===== src/rtl/tiger_mem_arbiter.sv =====
// tiger_mem_arbiter: N-master to 1-slave Avalon-MM arbiter for the Tiger memory
// subsystem. It supports round-robin or fixed-priority arbitration and locks a
// stalled grant until the slave accepts it. While checkpointing is high, only the
// checkpoint master receives new grants. Read IDs are tracked in order so
// readdatavalid can be routed back to the master that issued the read.
module tiger_mem_arbiter #(
    parameter int NUM_MASTERS = 2,
    parameter int ADDR_W      = 32,
    parameter int DATA_W      = 32,
    parameter int MAX_PEND    = 4,
    parameter int PRIO_MODE   = 0,
    parameter int CHPT_MASTER = 1
) (
    input  logic                            clk,
    input  logic                            reset_n,
    input  logic                            checkpointing,
    input  logic [NUM_MASTERS-1:0]          m_read,
    input  logic [NUM_MASTERS-1:0]          m_write,
    input  logic [NUM_MASTERS*ADDR_W-1:0]   m_address,
    input  logic [NUM_MASTERS*DATA_W-1:0]   m_writedata,
    input  logic [NUM_MASTERS*DATA_W/8-1:0] m_byteenable,
    output logic [NUM_MASTERS-1:0]          m_waitrequest,
    output logic [DATA_W-1:0]               m_readdata,
    output logic [NUM_MASTERS-1:0]          m_readdatavalid,
    output logic                            s_read,
    output logic                            s_write,
    output logic [ADDR_W-1:0]               s_address,
    output logic [DATA_W-1:0]               s_writedata,
    output logic [DATA_W/8-1:0]             s_byteenable,
    input  logic [DATA_W-1:0]               s_readdata,
    input  logic                            s_waitrequest,
    input  logic                            s_readdatavalid,
    output logic [$clog2(MAX_PEND):0]       pend_count,
    output logic                            rd_err
);

    localparam int GW   = $clog2(NUM_MASTERS);
    localparam int PW   = $clog2(MAX_PEND);
    localparam int CW   = PW + 1;
    localparam int BE_W = DATA_W / 8;

    logic                   lock_valid_q, lock_valid_d;
    logic [GW-1:0]          lock_id_q, lock_id_d;
    logic [GW-1:0]          rr_ptr_q, rr_ptr_d;
    logic [PW-1:0]          wr_ptr_q, wr_ptr_d;
    logic [PW-1:0]          rd_ptr_q, rd_ptr_d;
    logic [CW-1:0]          count_q, count_d;
    logic                   rd_err_q, rd_err_d;
    logic [GW-1:0]          fifo_q [MAX_PEND];

    logic [NUM_MASTERS-1:0] eligible;
    logic                   fifo_full;
    logic                   fifo_empty;
    logic                   arb_valid;
    logic [GW-1:0]          arb_id;
    logic                   grant_valid;
    logic [GW-1:0]          grant_id;
    logic                   accept;
    logic                   push;
    logic                   pop;

    assign fifo_full  = (count_q == CW'(MAX_PEND));
    assign fifo_empty = (count_q == '0);

    // A master may compete if it requests, passes the checkpoint gate, and (for reads) an ID slot is free
    always_comb begin
        eligible = '0;
        for (int i = 0; i < NUM_MASTERS; i++) begin
            eligible[i] = (m_read[i] | m_write[i])
                        & (!checkpointing | (i == CHPT_MASTER))
                        & (!m_read[i] | !fifo_full);
        end
    end

    // Pick a winner among eligible masters; loops run high-to-low so the preferred candidate is written last
    always_comb begin
        logic [GW:0] cand;
        arb_valid = 1'b0;
        arb_id    = '0;
        cand      = '0;
        if (PRIO_MODE == 1) begin
            for (int i = NUM_MASTERS - 1; i >= 0; i--) begin
                if (eligible[i]) begin
                    arb_valid = 1'b1;
                    arb_id    = GW'(i);
                end
            end
        end else begin
            for (int k = NUM_MASTERS - 1; k >= 0; k--) begin
                cand = {1'b0, rr_ptr_q} + (GW + 1)'(k);
                if (cand >= (GW + 1)'(NUM_MASTERS)) begin
                    cand = cand - (GW + 1)'(NUM_MASTERS);
                end
                if (eligible[cand[GW-1:0]]) begin
                    arb_valid = 1'b1;
                    arb_id    = cand[GW-1:0];
                end
            end
        end
    end

    // A held lock overrides arbitration, so a stalled request keeps the slave port until accepted
    always_comb begin
        grant_valid = lock_valid_q | arb_valid;
        grant_id    = lock_valid_q ? lock_id_q : arb_id;
    end

    // Route the granted master onto the slave port and stall every other master
    always_comb begin
        s_read        = grant_valid & m_read[grant_id];
        s_write       = grant_valid & m_write[grant_id];
        s_address     = m_address[int'(grant_id) * ADDR_W +: ADDR_W];
        s_writedata   = m_writedata[int'(grant_id) * DATA_W +: DATA_W];
        s_byteenable  = m_byteenable[int'(grant_id) * BE_W +: BE_W];
        m_waitrequest = '1;
        if (grant_valid) begin
            m_waitrequest[grant_id] = s_waitrequest;
        end
    end

    assign accept = (s_read | s_write) & !s_waitrequest;
    assign push   = accept & s_read;
    assign pop    = s_readdatavalid & !fifo_empty;

    // Return read data to the master whose ID sits at the head of the pending FIFO
    always_comb begin
        m_readdata      = s_readdata;
        m_readdatavalid = '0;
        if (pop) begin
            m_readdatavalid[fifo_q[rd_ptr_q]] = 1'b1;
        end
    end

    // Next-state for lock, round-robin pointer, ID FIFO pointers/count and the sticky error flag
    always_comb begin
        lock_valid_d = (s_read | s_write) & s_waitrequest;
        lock_id_d    = lock_valid_d ? grant_id : lock_id_q;
        rr_ptr_d     = rr_ptr_q;
        if (accept) begin
            rr_ptr_d = (int'(grant_id) == NUM_MASTERS - 1) ? '0 : grant_id + GW'(1);
        end
        wr_ptr_d = push ? wr_ptr_q + PW'(1) : wr_ptr_q;
        rd_ptr_d = pop ? rd_ptr_q + PW'(1) : rd_ptr_q;
        count_d  = count_q;
        if (push && !pop) begin
            count_d = count_q + CW'(1);
        end else if (pop && !push) begin
            count_d = count_q - CW'(1);
        end
        rd_err_d = rd_err_q | (s_readdatavalid & fifo_empty);
    end

    // Control state register; reset discards every pending read ID
    always_ff @(posedge clk or negedge reset_n) begin
        if (!reset_n) begin
            lock_valid_q <= 1'b0;
            lock_id_q    <= '0;
            rr_ptr_q     <= '0;
            wr_ptr_q     <= '0;
            rd_ptr_q     <= '0;
            count_q      <= '0;
            rd_err_q     <= 1'b0;
        end else begin
            lock_valid_q <= lock_valid_d;
            lock_id_q    <= lock_id_d;
            rr_ptr_q     <= rr_ptr_d;
            wr_ptr_q     <= wr_ptr_d;
            rd_ptr_q     <= rd_ptr_d;
            count_q      <= count_d;
            rd_err_q     <= rd_err_d;
        end
    end

    // ID storage needs no reset because the count qualifies every entry
    always_ff @(posedge clk) begin
        if (push) begin
            fifo_q[wr_ptr_q] <= grant_id;
        end
    end

    assign pend_count = count_q;
    assign rd_err     = rd_err_q;

endmodule


===== config.mk =====
export PLATFORM = sky130hd
export DESIGN_NAME = tiger_mem_arbiter
export DESIGN_NICKNAME = d
export VERILOG_FILES = /design/src/rtl/tiger_mem_arbiter.sv
export SDC_FILE = /design/constraint.sdc
export NUM_CORES = 1
export LEC_CHECK = 0
export ABC_AREA = 1
export ABC_CLOCK_PERIOD_IN_PS = 5250
export CAP_MARGIN = 20
export CORE_AREA = 2 2 110 112
export DETAILED_ROUTE_END_ITERATION = 6
export DIE_AREA = 0 0 112 114
export PLACE_DENSITY = 0.72
export SYNTH_ARGS = -nofsm -noshare
export SYNTH_HDL_FRONTEND = slang
export SYNTH_SLANG_ARGS = --single-unit

===== constraint.sdc =====
create_clock -name clk -period 5.25 [get_ports clk]
set_input_delay 0.7875 -clock clk [delete_from_list [all_inputs] [get_ports clk]]
set_output_delay 0.7875 -clock clk [all_outputs]
set_load 0.01 [all_outputs]

==> results of run 1 <==
state kept, by name (all words and copies together), names as in the netlist:
name / cells
fifo_q: 4
rd_ptr_q: 2
rr_ptr_q: 1
lock_id_q: 1
wr_ptr_q: 2
rd_err: 1
lock_valid_q: 1
pend_count: 3
power groups by stage:
stage	logic, uW	registers [uW]	clock network (uW)
floorplan	678	217	0
global placement	1410	215	0
detailed placement	1420	216	0
CTS	1430	214	153
global route	1540	223	159
finish	1400	214	153
critical path, cell delays in order:
cell	delay (ns)
sky130_fd_sc_hd__clkdlybuf4s50_1	0.48
sky130_fd_sc_hd__inv_1	0.06
sky130_fd_sc_hd__a21oi_1	0.20
sky130_fd_sc_hd__nand2_2	0.12
sky130_fd_sc_hd__nand3_4	0.33
sky130_fd_sc_hd__buf_4	0.44
sky130_fd_sc_hd__nand2_1	0.14
sky130_fd_sc_hd__nand2_1	0.11
sky130_fd_sc_hd__clkdlybuf4s50_1	0.55
layout make-up:
type / instances / area, sq um
inverter: 22 / 82.6
sequential: 15 / 395
tap: 147 / 184
clock inverter: 1 / 7.51
clock buffer: 3 / 75.1
timing repair buffer: 225 / 2260
multi-input combinational: 270 / 1170
fill: 1243 / 7540
metrics by stage:
step | instances | worst slack, ns
global route | 683 | 0.985
detailed placement | 679 | 1.13
floorplan | 353 | 2.73
global placement | 679 | 1.18
CTS | 683 | 1.12
finish | 683 | 1.19
metal layers:
metal	vias to the layer above	global-route usage, %
met1	1100	14.3
met4	0	0.976
met5	-	0
met2	148	20.8
li1	1390	-
met3	2	5.74
cells in the final DEF (no fill, tap or decap):
cell                              count
sky130_fd_sc_hd__nand2_1            227
sky130_fd_sc_hd__clkdlybuf4s50_1    222
sky130_fd_sc_hd__inv_1               20
sky130_fd_sc_hd__nor2_1              11
sky130_fd_sc_hd__dfrtp_1             11
sky130_fd_sc_hd__nand3_1              6
sky130_fd_sc_hd__ha_1                 5
sky130_fd_sc_hd__a21oi_1              4
sky130_fd_sc_hd__edfxtp_1             4
sky130_fd_sc_hd__clkbuf_16            3
sky130_fd_sc_hd__nor2_4               2
sky130_fd_sc_hd__nand3_2              2
sky130_fd_sc_hd__inv_2                2
sky130_fd_sc_hd__nand4_1              2
sky130_fd_sc_hd__o21ai_0              2
sky130_fd_sc_hd__xor2_1               2
sky130_fd_sc_hd__buf_4                2
sky130_fd_sc_hd__nand2_2              1
sky130_fd_sc_hd__nand3_4              1
sky130_fd_sc_hd__a32oi_1              1
sky130_fd_sc_hd__a31o_2               1
sky130_fd_sc_hd__mux2_2               1
sky130_fd_sc_hd__xnor2_1              1
sky130_fd_sc_hd__fa_1                 1
sky130_fd_sc_hd__clkinvlp_4           1
sky130_fd_sc_hd__buf_12               1
worst max-delay path by stage:
stage	startpoint	endpoint	slack [ns]	depth (start not counted)
after global placement	m_read[0]	s_writedata[15]	1.18	9
after floorplan	m_read[1]	pend_count[2]	2.73	12
after detailed placement	m_read[0]	s_address[10]	1.13	9
after CTS	m_read[0]	s_address[10]	1.12	9
final	m_read[1]	s_address[10]	1.19	9
after global routing	m_read[1]	s_address[10]	0.99	9
synth_stat cells (2+ instances only):
master                     number  area share (%)
sky130_fd_sc_hd__nand2_1      227              44
sky130_fd_sc_hd__dfrtp_1       11              14
sky130_fd_sc_hd__buf_1          3            0.58
sky130_fd_sc_hd__edfxtp_1       4             6.2
sky130_fd_sc_hd__inv_2          2            0.38
sky130_fd_sc_hd__buf_2          9             2.3
sky130_fd_sc_hd__nand3_1        6             1.5
sky130_fd_sc_hd__nor2_4         2             1.2
sky130_fd_sc_hd__buf_4         32              12
sky130_fd_sc_hd__xor2_1         2            0.90
sky130_fd_sc_hd__a21oi_1        4             1.0
sky130_fd_sc_hd__o21ai_0        2            0.51
sky130_fd_sc_hd__inv_1         20             3.8
sky130_fd_sc_hd__nand4_1        2            0.64
sky130_fd_sc_hd__nor2_1        11             2.1
sky130_fd_sc_hd__ha_1           5             3.2
sky130_fd_sc_hd__clkbuf_1       2            0.38
sky130_fd_sc_hd__nand3_2        2             1.0
kinds of logic after synthesis:
group / after synthesis
compound gates: 8
xor+xnor: 3
fa+ha+maj: 6
buf+inv: 68
flops: 15
mux: 1
simple gates: 252
==> Implementation_results.wiki, run 1 <==
{| class="wikitable"
! Metric !! Value
|-
| Hold path endpoint || rd_ptr_q[1]
|-
| Req. time, crit path || 4.46 ns
|-
| Syn Std Cell Area || 1950 sq um
|-
| Static leakage || 0.00197 uW
|-
| Final Wtd Congestion || 0.761
|-
| WHS Path Cells || 1
|-
| Reg-to-reg critical path endpoint || pend_count[2]
|-
| Simple-gate share of the synthesized area || 51.3%
|-
| Syn. warnings || 0
|-
| Register bit total from synthesis || 15
|-
| Proportion of power drawn by flip-flops and latches || 12.1%
|-
| Reported net switching power || 776 uW
|-
| Number of resized instances in the post-cts repair step || 0
|-
| Count of final max-slew check failures || 0
|-
| Shortest clock period the worst path allows after layout || 4.06 ns
|-
| Max-capacitance violation count || 0
|-
| Internal power component || 991 uW
|-
| Clock slew at the register clock pins of the worst setup and hold paths || 0.05 ns
|-
| Post-CTS setup buffers || 0
|-
| Setup repair after global routing missed its margin || no
|-
| Cell area reported after detailed placement || 4090 sq um
|-
| I/O pin count || 287
|-
| # port buffers || 222
|-
| Number of instances in the synthesized netlist || 353
|-
| Detailed-routed wire length on met3 || 969 um
|-
| CTS tree || done
|-
| Syn_area_per_cell || 5.53 sq um
|-
| Number of antenna violations at the first check in global routing || 0
|-
| Relative slew slack || 64.5%
|-
| Slew at the pin closest to its max-slew limit || 0.531 ns
|-
| Detailed-route via count || 2640
|-
| Maximum clock path buffer count || 2
|-
| Endpoints failing setup || 0
|-
| Number of DRC violations after detailed routing || 0
|-
| Y dimension of the die || 114 um
|-
| Maximum number of pins on one net before global-route repair || 40
|-
| Met2 WL post-DR || 4.05 mm
|-
| Mux contribution to synthesized area || 0.577%
|-
| Synthesized netlist net count || 536
|-
| Sinks on Clock Net || 15
|-
| Count of nets left with antenna violations after detail routing || 0
|-
| Xor/xnor cell area share of the yosys netlist || 1.35%
|-
| Hold_ws || 0.468 ns
|-
| Switch share || 43.9%
|-
| Worst-case register-to-register setup slack || 2.37 ns
|-
| Fin Clk Skew || 0.00534 ns
|-
| Largest vdd supply drop || 412 uV
|-
| Ant. Diodes || 0
|-
| Clk network pwr share || 8.7%
|-
| Sum of routed wire length over all layers || 8.36 mm
|-
| Status || completed
|-
| Register area share after synthesis || 20.3%
|-
| Util after Layout || 35.6%
|-
| Count of flip-flops with a built-in enable after synthesis || 4
|-
| Via count of the first global-routing pass || 2529
|-
| Final net count || 720
|-
| H-tree level count || 1
|-
| Detail-routed via count per cell || 3.87
|-
| Hold Fails Final Rpt || 0
|-
| Ratio of cells with drive above 1 in the final layout || 3.17%
|-
| Post-synthesis adder-cell area fraction || 4.23%
|-
| Pwr/cell area || 424 nW/um^2
|-
| FF-to-FF path depth || 13
|-
| Maximum clock rate || 247 MHz
|-
| Total negative setup slack || 0 ns
|-
| Total power draw || 1770 uW
|-
| Top Layer Used || met4
|-
| Post-synthesis cell type count || 25
|-
| Wire length per cell after detailed routing || 12.2 um
|-
| Path category of the worst min-delay check || reg2reg
|-
| CTS Buf Count || 3
|-
| Finished Cell Area || 4170 sq um
|-
| Critical path class || in2out
|-
| CP Launch Type || primary input
|-
| Core Region || 11700 sq um
|-
| Tcrit/Tclk final || 77.2%
|-
| Setup crit end kind || output port
|-
| Relative area change from synthesis to final layout || 114%
|-
| Main synth FF type || sky130_fd_sc_hd__dfrtp_1
|-
| Die span in x || 112 um
|-
| Wire length on met1 || 3.32 mm
|-
| Global-route wire length before repair || 12.6 mm
|-
| Initial core utilization || 16.7%
|-
| Arrival time worst endpoint || 3.27 ns
|-
| Async set or reset register ratio after synthesis || 73.3%
|-
| Floorplan row count || 40
|-
| Die area || 12800 sq um
|-
| Pre-antenna DRT Iters || 6
|-
| Fraction of the mapped netlist area in compound gates || 2.44%
|-
| Main combinational cell family by area after synthesis || simple AND/OR/NAND/NOR gates
|-
| Clock root buffer || sky130_fd_sc_hd__clkbuf_16
|-
| Iteration-0 DRC Markers || 128
|-
| GRT Util Overall || 12.0%
|-
| Clock latency on the worst-skew pair || 0.25 ns
|-
| Reg-to-reg critical path startpoint || pend_count[1]
|-
| Post-detail-place hpwl || 6.95 mm
|-
| Share of power burned in combinational logic || 79.3%
|-
| Hold Startpoint || rd_ptr_q[1]
|-
| Hold buffer count at CTS || 0
|-
| Worst-path fanout max || 39
|-
| GR Overflow Total || 0
|}
Power figures use the tool's default switching activity.
==> inputs of run 2 (changes only) <==
Settings changed: ABC_CLOCK_PERIOD_IN_PS 5250 to 3600, CORE_AREA 2 2 110 112 to 2 2 113 115, DIE_AREA 0 0 112 114 to 0 0 115 117.
Clock period 5.25 ns to 3.6 ns, I/O delays scaled along.
==> Implementation_results.wiki, run 2 (synthesized netlist as in run 1, its figures left out) <==
{| class="wikitable"
! Metric !! Value
|-
| Status || completed
|-
| Setup crit end kind || output port
|-
| Number of resized instances in the post-cts repair step || 0 (unchanged)
|-
| Most common cell after layout, fill and taps aside || sky130_fd_sc_hd__nand2_1
|-
| Shortest clock period the worst path allows after layout || 3.31 ns
|-
| Largest register FFs || 4 (unchanged)
|-
| Maximum clock rate || 302 MHz
|-
| Wire length per cell after detailed routing || 12.2 um (about the same)
|-
| Count of final max-slew check failures || 0 (unchanged)
|-
| GRT Util Overall || 11.3% (-0.79 points)
|-
| Initial core utilization || 15.9% (-0.81 points)
|-
| Clock root buffer || sky130_fd_sc_hd__clkbuf_16
|-
| Floorplan row count || 41 (+2.5%)
|-
| Clock latency on the worst-skew pair || 0.25 ns (about the same)
|-
| Final net count || 721 (+0.14%)
|-
| Arrival time worst endpoint || 2.77 ns (-0.50 ns)
|-
| Number of antenna violations at the first check in global routing || 1 (+1)
|-
| Detail-routed via count per cell || 3.89 (+0.55%)
|-
| Pre-antenna DRT Iters || 4 (-2)
|-
| Count of nets left with antenna violations after detail routing || 0 (unchanged)
|-
| Tcrit/Tclk final || 92.1%
|-
| Die area || 13500 sq um (+5.4%)
|-
| Ratio of cells with drive above 1 in the final layout || 3.35% (+0.18 points)
|-
| Req. time, crit path || 3.06 ns (-1.40 ns)
|-
| Iteration-0 DRC Markers || 111 (-13%)
|-
| Cell area reported after detailed placement || 4110 sq um (+0.58%)
|-
| Pwr/cell area || 620 nW/um^2 (+46%)
|-
| Y dimension of the die || 117 um (+2.6%)
|-
| Relative area change from synthesis to final layout || 115%
|-
| Die span in x || 115 um (+2.7%)
|-
| Ant. Diodes || 0 (unchanged)
|-
| Endpoints failing setup || 0 (unchanged)
|-
| CTS tree || done
|-
| CTS Buf Count || 3 (unchanged)
|-
| Critical path class || in2out
|-
| Fin Clk Skew || 0.00401 ns (-0.00134 ns)
|-
| Static leakage || 0.00198 uW (+0.47%)
|-
| Number of inserted filler cells in the final layout || 1310 (+5.4%)
|-
| Largest vdd supply drop || 351 uV (-15%)
|-
| Detailed-route via count || 2670 (+1.1%)
|-
| Finished Cell Area || 4200 sq um (+0.57%)
|-
| I/O pin count || 287 (unchanged)
|-
| Hold buffer count at CTS || 0 (unchanged)
|-
| Clock slew at the register clock pins of the worst setup and hold paths || 0.05 ns (about the same)
|-
| Core Region || 12300 sq um (+5.1%)
|-
| H-tree level count || 1 (unchanged)
|-
| Relative slew slack || 66.9% (+2.4 points)
|-
| Sinks on Clock Net || 15 (unchanged)
|-
| Path category of the worst min-delay check || reg2reg
|-
| Hold Fails Final Rpt || 0 (unchanged)
|-
| Total negative setup slack || 0 ns (unchanged)
|-
| Global-route wire length before repair || 12.0 mm (-4.3%)
|-
| Final Wtd Congestion || 0.754 (-0.83%)
|-
| Max-capacitance violation count || 0 (unchanged)
|-
| Post-CTS setup buffers || 0 (unchanged)
|-
| Slew at the pin closest to its max-slew limit || 0.496 ns (-0.0356 ns)
|-
| Via count of the first global-routing pass || 2467 (-2.5%)
|-
| Most flops, register || fifo_q
|-
| Maximum clock path buffer count || 2 (unchanged)
|-
| CP Launch Type || primary input
|-
| Maximum number of pins on one net before global-route repair || 34 (-15%)
|-
| Worst-path fanout max || 33 (-15%)
|-
| Number of DRC violations after detailed routing || 0 (unchanged)
|-
| Sequential cell area in the final layout || 395 sq um (unchanged)
|-
| Post-detail-place hpwl || 7.14 mm (+2.7%)
|-
| Area taken by multi-input logic gates || 1170 sq um (unchanged)
|-
| Sum of routed wire length over all layers || 8.41 mm (+0.62%)
|-
| Top library cells by usage in the layout, fill and taps aside || sky130_fd_sc_hd__nand2_1, sky130_fd_sc_hd__clkdlybuf4s50_1, sky130_fd_sc_hd__inv_1
|-
| GR Overflow Total || 0 (unchanged)
|-
| Setup repair after global routing missed its margin || no
|-
| # port buffers || 222 (unchanged)
|}
[run 2: changes by cell type in the layout (fill, tap and decap cells not counted)]
| cell | previous run | this run |
|---|---|---|
| sky130_fd_sc_hd__buf_12 | 1 | 2 |
[run 2: area by class of cell]
| class | instances | area share, % |
|---|---|---|
| Sequential cell | 15 | 9.42 |
| Clock buffer | 3 | 1.79 |
| Inverter | 22 | 1.97 |
| Tap cell | 150 | 4.47 |
| Multi-Input combinational cell | 270 | 27.9 |
| Timing Repair Buffer | 226 | 54.3 |
| Clock inverter | 1 | 0.179 |
[run 2: report_power, final]
group | total (uW) | switching, uW | internal, uW
clock network | 220 | 70.0 | 150
registers | 315 | 63.3 | 252
logic | 2070 | 1000 | 1060
[run 2: worst max-delay path, cell delays in order]
cell and delay [ns]:
sky130_fd_sc_hd__clkdlybuf4s50_1 0.48, sky130_fd_sc_hd__inv_1 0.06, sky130_fd_sc_hd__a21oi_1 0.21, sky130_fd_sc_hd__nand2_2 0.12
sky130_fd_sc_hd__nand3_4 0.20, sky130_fd_sc_hd__buf_4 0.36, sky130_fd_sc_hd__nand2_1 0.15, sky130_fd_sc_hd__nand2_1 0.10
sky130_fd_sc_hd__clkdlybuf4s50_1 0.53
[run 2: layer usage]
metal	GRT usage, %	part of all wire [%]
met4	1.20	0.17
met2	18.6	48
met3	5.05	12
met1	14.0	40
met5	0	0.19
[run 2: metrics by stage]
stage	cells	worst slack, ns	hold WS, ns	total power (uW)	util [%]
2_1_floorplan	353	1.30	0.244	1310	-
3_3_place_gp	683	0.297	0.451	2400	33.4
3_5_place_dp	683	0.242	0.458	2410	33.4
4_1_cts	687	0.267	0.471	2640	34.1
5_1_grt	687	0.0826	0.477	2840	34.1
6_report	687	0.286	0.465	2600	34.1
[run 2: final timing paths]
path,start,to,slack (ns),depth (start not counted)
setup / recovery,m_read[1],s_writedata[9],0.29,9
hold / removal,rd_err,rd_err,0.47,1
setup reg to reg,pend_count[0],pend_count[2],0.80,14
hold reg to reg,rd_err,rd_err,0.47,1
max in group asynchronous,reset_n,rd_err,2.64,1
min in group asynchronous,reset_n,wr_ptr_q[1],0.63,1
